==> config.mk <==
export PLATFORM = sky130hd
export DESIGN_NAME = tx_frame_sched
export DESIGN_NICKNAME = d
export VERILOG_FILES = /design/src/rtl/comm_pkg.sv /design/src/rtl/tick_gen.sv /design/src/rtl/tx_frame_sched.sv
export SDC_FILE = /design/constraint.sdc
export NUM_CORES = 1
export LEC_CHECK = 0
export CAP_MARGIN = 15
export CORE_ASPECT_RATIO = 1.25
export CORE_UTILIZATION = 37
export DETAILED_ROUTE_END_ITERATION = 8
export PLACE_DENSITY_LB_ADDON = 0.05
export SYNTH_ARGS = -nofsm -noshare
export SYNTH_HDL_FRONTEND = slang
export SYNTH_HIERARCHICAL = 1
export SYNTH_SLANG_ARGS = --single-unit
==> constraint.sdc <==
create_clock -name clock -period 3.3 [get_ports clock]
set_input_delay 0.66 -clock clock [delete_from_list [all_inputs] [get_ports clock]]
set_output_delay 0.66 -clock clock [all_outputs]
set_load 0.03 [all_outputs]
==> src/rtl/comm_pkg.sv <==
// Shared types and constants for the frame scheduler.
// Frame layout: header, seq, payload, checksum.
package comm_pkg;

  typedef enum logic [2:0] {
    IDLE,
    LOAD,
    ISSUE,
    WAIT_ACK,
    WAIT_DONE,
    NEXT
  } state_e;

  localparam logic [7:0] FRAME_HDR = 8'hA5;
  localparam int FRAME_LEN_MAX = 11;
  localparam int FRAME_LEN_MIN = 7;

  function automatic logic [3:0] last_idx(
    input bit inc_max
  );
    return inc_max ? 4'(FRAME_LEN_MAX - 1)
                   : 4'(FRAME_LEN_MIN - 1);
  endfunction

endpackage

==> src/rtl/tick_gen.sv <==
// Free-running period counter; one-clock tick on wrap.
// PERIOD = 0 ties the tick off.
module tick_gen #(
  parameter int PERIOD = 0
) (
  input  logic clock,
  input  logic reset,
  output logic tick
);

  if (PERIOD == 0) begin : g_off
    logic unused_in;
    assign unused_in = clock ^ reset;
    assign tick = 1'b0;
  end else begin : g_on
    localparam int CW = (PERIOD > 1) ? $clog2(PERIOD) : 1;
    logic [CW-1:0] cnt_q, cnt_d;

    always_comb begin
      tick  = (cnt_q == CW'(PERIOD - 1));
      cnt_d = tick ? '0 : cnt_q + 1'b1;
    end

    always_ff @(posedge clock) begin
      if (!reset) cnt_q <= '0;
      else        cnt_q <= cnt_d;
    end
  end

endmodule

==> src/rtl/tx_frame_sched.sv <==
// Snapshots channel data and streams it as a checksummed
// frame to the UART transmitter, one byte per handshake.
module tx_frame_sched
  import comm_pkg::*;
#(
  parameter int PERIOD      = 0,
  parameter bit INCLUDE_MAX = 1,
  parameter int ACK_TIMEOUT = 64
) (
  input  logic        clock,
  input  logic        reset,
  input  logic        capture,
  input  logic [31:0] ch_data,
  input  logic [31:0] ch_max,
  input  logic        tx_ready,
  output logic        send,
  output logic [7:0]  data,
  output logic        busy,
  output logic        frame_done,
  output logic        overrun,
  output logic        tx_error
);

  localparam logic [3:0] LAST = last_idx(INCLUDE_MAX);
  localparam int TW = $clog2(ACK_TIMEOUT + 1);

  state_e        state_q, state_d;
  logic [7:0]    seq_q, seq_d;
  logic          pend_q, pend_d;
  logic [3:0]    idx_q, idx_d;
  logic [7:0]    csum_q, csum_d;
  logic [63:0]   buf_q, buf_d;
  logic [TW-1:0] tmo_q, tmo_d;

  logic       tick;
  logic       trig;
  logic [2:0] pidx;
  logic [7:0] byte_sel;

  tick_gen #(.PERIOD(PERIOD)) u_tick (
    .clock (clock),
    .reset (reset),
    .tick  (tick)
  );

  assign trig = capture | tick;

  always_comb begin
    pidx = 3'(idx_q - 4'd2);
    unique case (1'b1)
      (idx_q == 4'd0): byte_sel = FRAME_HDR;
      (idx_q == 4'd1): byte_sel = seq_q;
      (idx_q == LAST): byte_sel = csum_q;
      default:         byte_sel = buf_q[{pidx, 3'b000} +: 8];
    endcase
  end

  always_comb begin
    state_d    = state_q;
    seq_d      = seq_q;
    pend_d     = pend_q;
    idx_d      = idx_q;
    csum_d     = csum_q;
    buf_d      = buf_q;
    tmo_d      = tmo_q;
    send       = 1'b0;
    frame_done = 1'b0;
    overrun    = 1'b0;
    tx_error   = 1'b0;

    // Only one trigger can be queued behind the running frame.
    if (state_q != IDLE && trig) begin
      if (pend_q) overrun = 1'b1;
      else        pend_d  = 1'b1;
    end

    unique case (state_q)
      IDLE: begin
        if (trig || pend_q) state_d = LOAD;
      end
      LOAD: begin
        buf_d   = {ch_max, ch_data};
        idx_d   = '0;
        csum_d  = '0;
        state_d = ISSUE;
      end
      ISSUE: begin
        if (tx_ready) begin
          send    = 1'b1;
          tmo_d   = '0;
          state_d = WAIT_ACK;
        end
      end
      WAIT_ACK: begin
        if (!tx_ready) begin
          state_d = WAIT_DONE;
        end else if (tmo_q == TW'(ACK_TIMEOUT - 1)) begin
          tx_error = 1'b1;
          state_d  = IDLE;
        end else begin
          tmo_d = tmo_q + 1'b1;
        end
      end
      WAIT_DONE: begin
        if (tx_ready) begin
          if (idx_q != 4'd0 && idx_q != LAST)
            csum_d = csum_q + byte_sel;
          state_d = NEXT;
        end
      end
      NEXT: begin
        if (idx_q == LAST) begin
          frame_done = 1'b1;
          seq_d      = seq_q + 8'd1;
          state_d    = (pend_q || trig) ? LOAD : IDLE;
        end else begin
          idx_d   = idx_q + 4'd1;
          state_d = ISSUE;
        end
      end
      default: state_d = IDLE;
    endcase

    if (state_d == LOAD) pend_d = 1'b0;
  end

  assign busy = (state_q != IDLE);
  assign data = (state_q inside {ISSUE, WAIT_ACK, WAIT_DONE})
              ? byte_sel : 8'h00;

  always_ff @(posedge clock) begin
    if (!reset) begin
      state_q <= IDLE;
      seq_q   <= '0;
      pend_q  <= 1'b0;
      idx_q   <= '0;
      csum_q  <= '0;
      buf_q   <= '0;
      tmo_q   <= '0;
    end else begin
      state_q <= state_d;
      seq_q   <= seq_d;
      pend_q  <= pend_d;
      idx_q   <= idx_d;
      csum_q  <= csum_d;
      buf_q   <= buf_d;
      tmo_q   <= tmo_d;
    end
  end

endmodule

== After elaboration in Yosys (flattened, before gate mapping) ==
Index checks and enable logic that the tools add are counted.
Cells by class
  $add $sub $neg: 5
  equality and inequality tests: 16
  shift operators: 1
  multiplexer cells: 28
  bitwise gates (word level): 1
  reduce and logical (&&, ||, !) cells: 16
Operators with widths (count)
  64-bit by 7-bit variable part select with 8-bit output: 1
  8-bit 2-to-1 mux: 3
  8-bit case mux with 3 select lines: 1
  7-bit 2-to-1 mux: 3
  3-bit case mux with 6 select lines: 1
  8-bit case mux with 2 select lines: 1
  3-bit 2-to-1 mux: 5
  7-bit case mux with 2 select lines: 1
  2-bit != test, second input constant: 6
  1-bit 2-to-1 mux: 10
  8-bit by 1-bit adder with 8-bit output, second input constant: 1
  8-bit adder: 1
  4-bit case mux with 2 select lines: 1
  7-bit by 1-bit adder with 7-bit output, second input constant: 1
  7-bit by 6-bit equality test with 1-bit output, second input constant: 1
  3-bit by 1-bit equality test with 1-bit output, second input constant: 2
  3-bit by 2-bit equality test with 1-bit output, second input constant: 2
  3-bit equality test, second input constant: 2
  2-bit nonzero test: 3
  3-bit nonzero test: 2
  4-bit by 1-bit adder with 4-bit output, second input constant: 1
  4-bit by 1-bit equality test with 1-bit output, second input constant: 1
  4-bit equality test, second input constant: 1
  4-bit logical NOT: 1
  other kinds (13): 15
Storage, ports and cells
  register bits after elaboration: 95
  input port bits: 68
  output and inout port bits: 13

== Longest topological paths before layout ==
Gate-level depths: netlist of the first run.
  word-level depth: 7
  depth in mapped cells: 18

== Hierarchy ==
The synthesis of the first run kept the hierarchy.
Modules (own cells, without submodules)
  tx_frame_sched: instances 1, cells each 576, area an instance 4918.5 um2, seq. area each 1901.8 um2
  tick_gen: instances 1, cells each 2, area an instance 11.3 um2, seq. area each 0.0 um2

== Worst setup path before layout of the first run ==
No wires, ideal clock.
  kind: register -> register
  start point: register idx_q[0]
  end point: register csum_q[7]
  setup time: 126 ps
  arrival time: 3194 ps
  data required time: 3174 ps
  slack: -20 ps
  cell stages (with the launch flop): 15
  buffers on the path: 2
  clock period less this slack: 3320 ps
  cells stage by stage: dfxtp_1 > buf_2 > buf_2 > mux4_2 > mux2i_1 > nor2_1 > a21oi_1 > inv_1 > ha_1 > a21oi_1 > nor2b_1 > a311o_1 > a21o_1 > or3b_1 > nand4_1
Between the ends
  cells in the longest elaborated chain, start to end: 7
RTL lines
  start: declaration: RTL line tx_frame_sched.sv:30  | logic [3:0] idx_q, idx_d;
  start signal: assignment: RTL line tx_frame_sched.sv:144  | idx_q <= idx_d;
  3-bit by 2-bit subtractor with 3-bit output: RTL line tx_frame_sched.sv:49  | pidx = 3'(idx_q - 4'd2);
  64-bit by 7-bit variable part select with 8-bit output: RTL line tx_frame_sched.sv:54  | default: byte_sel = buf_q[{pidx, 3'b000} +: 8];
  8-bit case mux with 3 select lines: RTL line tx_frame_sched.sv:50  | unique case (1'b1)
  8-bit adder: RTL line tx_frame_sched.sv:107  | csum_d = csum_q + byte_sel;
  8-bit 2-to-1 mux: RTL line tx_frame_sched.sv:106  | if (idx_q != 4'd0 && idx_q != LAST)
  8-bit 2-to-1 mux: RTL line tx_frame_sched.sv:105  | if (tx_ready) begin
  8-bit case mux with 2 select lines: RTL line tx_frame_sched.sv:77  | unique case (state_q)
  end signal: assignment: RTL line tx_frame_sched.sv:145  | csum_q <= csum_d;
  end: declaration: RTL line tx_frame_sched.sv:31  | logic [7:0] csum_q, csum_d;
Parallel ways exist; a longest one is shown, timed or not. The select of a mux whose other input is x is not followed.
A chain may end at the register's enable or synchronous reset.

== Worst setup path in the final report of the first run ==
Ends and elaborated chain as after synthesis.

==> metrics.txt, run 1 <==
worst slack at placement ~0.14 ns; maxcap violations 0; Fin. Hold Viols 0; Reg2Reg Launch Point idx_q[0]; placed cell count 804; wire per inst 15.3 um; TritonCTS clock tree built; Worst-Skew Late Latency 0.34 ns; gpl congestion 0.849; vias 4,198; FFs w/ async S/R, synth 0%; Die Wd 105 um; largest net degree at the start of global routing 67; commonest non-fill, non-tap cell in the layout nand2_1; sequential element share of the synthesized area about two fifths; vias per cell 5.11; clock transition at the registers of the reported paths 0.07 ns; TritonCTS Buffers 9; post-synthesis net count about 660; mapped cell area around 4900 um^2; layout cell share with drive strength beyond 1 10.9%; final setup fails 0; minimum clock period 3.06 ns; CTS Buffer Depth 2; Max FO, Critical Path 11; fin crit share between 90% and 100%; FP Rows 46; antenna violations before repair 0; status complete, no violations; vias in the first global route a little over 4,000; Critical Path RT 3.51 ns; Finished Layout Cells 822; PD cells ~440 nW/um^2; drt drc 0; Least-Margin Pin Slew 0.730 ns; cells after synthesis 578; Crit. End Element register; skew final 0.00715 ns; clk sinks between 90 and 100; Die H 131 um; most frequent cells in the layout 146 x nand2_1, 94 x dfxtp_1, 70 x clkdlybuf4s50_1, 63 x a21boi_1, 22 x buf_4; Total GRT Usage 18.9%; LEAKAGE 2.25 nW; n_diodes 0; HP Class register to register; first-pass GRT wire length around 20 mm; initial core utilization 38.4%; Top FF cell, synth dfxtp_1; Core Area 12,800 um^2; Worst VDD drop 0.231 mV; final WL about 13 mm; Layout area overhead 27.0%; Nets 732; DR pass1 iterations 4; Slew headroom 51.1%; Ys Warns 6; FMAX roughly 330 MHz; final slew viol count 0; PortBufs 80; EDFF count, synth 0; HP Start buf_q[48]; Setup crit start idx_q[0]; startpoint types register; setup slack after layout 0.238 ns; count of cell types in the netlist 54; Ports 81; Initial DRC Count between 150 and 200; Root Driver clkbuf_16; HPWL reported at the end of detailed placement 9.18 mm; Total Negative Setup Slacks 0 ns; Congestion Overflow GR 0; kind of critical path register to register; Antenna Nets Post-Route 0; H-tree Lvls 3; Seq cells post-synth between 90 and 100; Critical Path AT 3.28 ns; syn avg cell area 8.53 um^2; die area 13,800 um^2
final timing paths:
check	endpoint	slack [ns]	cells past startpoint
worst min register to register	buf_q[48]	0.45	2
worst min-delay path	buf_q[48]	0.45	2
worst max-delay path	csum_q[7]	0.24	11
worst max register to register	csum_q[7]	0.24	11
state kept, by name (all words and copies together), names as in the netlist:
signal,count
buf_q,64
csum_q,8
seq_q,8
tmo_q,7
idx_q,4
state_q,3
pend_q,1
synthesized netlist by cell type, types with 8 or more instances:
cell | instances | area (um^2)
nand2_1 | 146 | 548
dfxtp_1 | 95 | 1900
a21boi_1 | 62 | 465
clkbuf_1 | 28 | 105
nor2_1 | 19 | 71.3
nor2b_1 | 18 | 113
a21oi_1 | 16 | 80.1
mux4_2 | 16 | 360
and2_1 | 14 | 87.6
ha_1 | 14 | 175
o21ai_0 | 13 | 65.1
inv_1 | 12 | 45.0
nor3_1 | 11 | 55.1
nand3_1 | 9 | 45.0
a31oi_1 | 8 | 50.1
mux2i_1 | 8 | 80.1
xnor2_1 | 8 | 70.1
worst max-delay path, stage by stage (launching register included):
cell and delay [ns]:
dfxtp_2 0.39, buf_12 0.17, mux4_2 0.54, mux2i_1 0.22, o22ai_1 0.16, ha_1 0.36, a21oi_1 0.16, nor2b_1 0.06
a311o_1 0.39, a21o_1 0.20, or3b_1 0.17, nand4_1 0.09
stage by stage:
stage / power, mW / util (%) / hold WS, ns / area [um^2]
after floorplan: 1.60 / - / 0.432 / 4930
after global placement: 1.81 / 46.4 / 0.439 / 5950
after detailed placement: 1.82 / 46.4 / 0.445 / 5950
after CTS: 2.76 / 48.4 / 0.454 / 6210
after global routing: 2.87 / 48.8 / 0.469 / 6260
final: 2.73 / 48.8 / 0.451 / 6260
metal layers:
layer	vias up	share of wire [%]	GRT usage, %
li1	2126	-	-
met1	1999	45	22.5
met2	65	51	35.1
met3	8	2.6	2.67
met4	0	1.1	6.30
met5	-	0	0
final cells by class:
cell class                 instances  area (um^2)
multi-input combinational        430         2840
inverter                          14         52.6
clock buffer                      13          240
timing repair buffer              99          996
tap                              168          210
fill                            1245         6580
clock inverter                     3         20.0
sequential                        95         1900
timing repair:
| action | CTS | global route |
|---|---|---|
| setup endpoints to repair | 0 | 4 |
| setup buffers | 0 | 1 |
| endpoints found under the hold margin | 0 | 0 |
| resized for setup | 0 | 5 |
| hold buffers | 0 | 0 |
cell families after synthesis:
group                      after synthesis  synth area share (%)
and+or+nand+nor                        249                  23.2
xor gates and xnor gates                11                  1.95
buffers and inverters                   53                  4.29
adders and majority gates               15                  3.96
other                                    1                0.0761
AOI/OAI and AO/OA                      128                  18.5
muxes                                   26                  9.47
DFF                                     95                  38.6
report_power, final:
group | switching, mW | internal, mW | total (mW) | leakage, nW
Combinational | 0.268 | 0.234 | 0.502 | 1.36
Sequential | 0.0532 | 1.23 | 1.28 | 0.773
Clock | 0.431 | 0.511 | 0.942 | 0.120
Total | 0.752 | 1.98 | 2.73 | 2.25
No activity file was read; power rests on OpenSTA's default activity.
==> run 2, diff against run 1 <==
--- a/config.mk
+++ b/config.mk
@@ -8,6 +8,7 @@
 export CAP_MARGIN = 15
 export CORE_ASPECT_RATIO = 1.25
 export CORE_UTILIZATION = 37
+export CTS_CLUSTER_SIZE = 20
 export DETAILED_ROUTE_END_ITERATION = 8
 export PLACE_DENSITY_LB_ADDON = 0.05
 export SYNTH_ARGS = -nofsm -noshare
==> results of run 2 <==
No change in the layout: final DEF, timing and power equal those of run 1.
==> run 3, diff against run 2 <==
--- a/config.mk
+++ b/config.mk
@@ -11,6 +11,7 @@
 export CTS_CLUSTER_SIZE = 20
 export DETAILED_ROUTE_END_ITERATION = 8
 export PLACE_DENSITY_LB_ADDON = 0.05
+export SKIP_LAST_GASP = 1
 export SYNTH_ARGS = -nofsm -noshare
 export SYNTH_HDL_FRONTEND = slang
 export SYNTH_HIERARCHICAL = 1
==> results of run 3 <==
No change in the layout: final DEF, timing and power equal those of run 1.
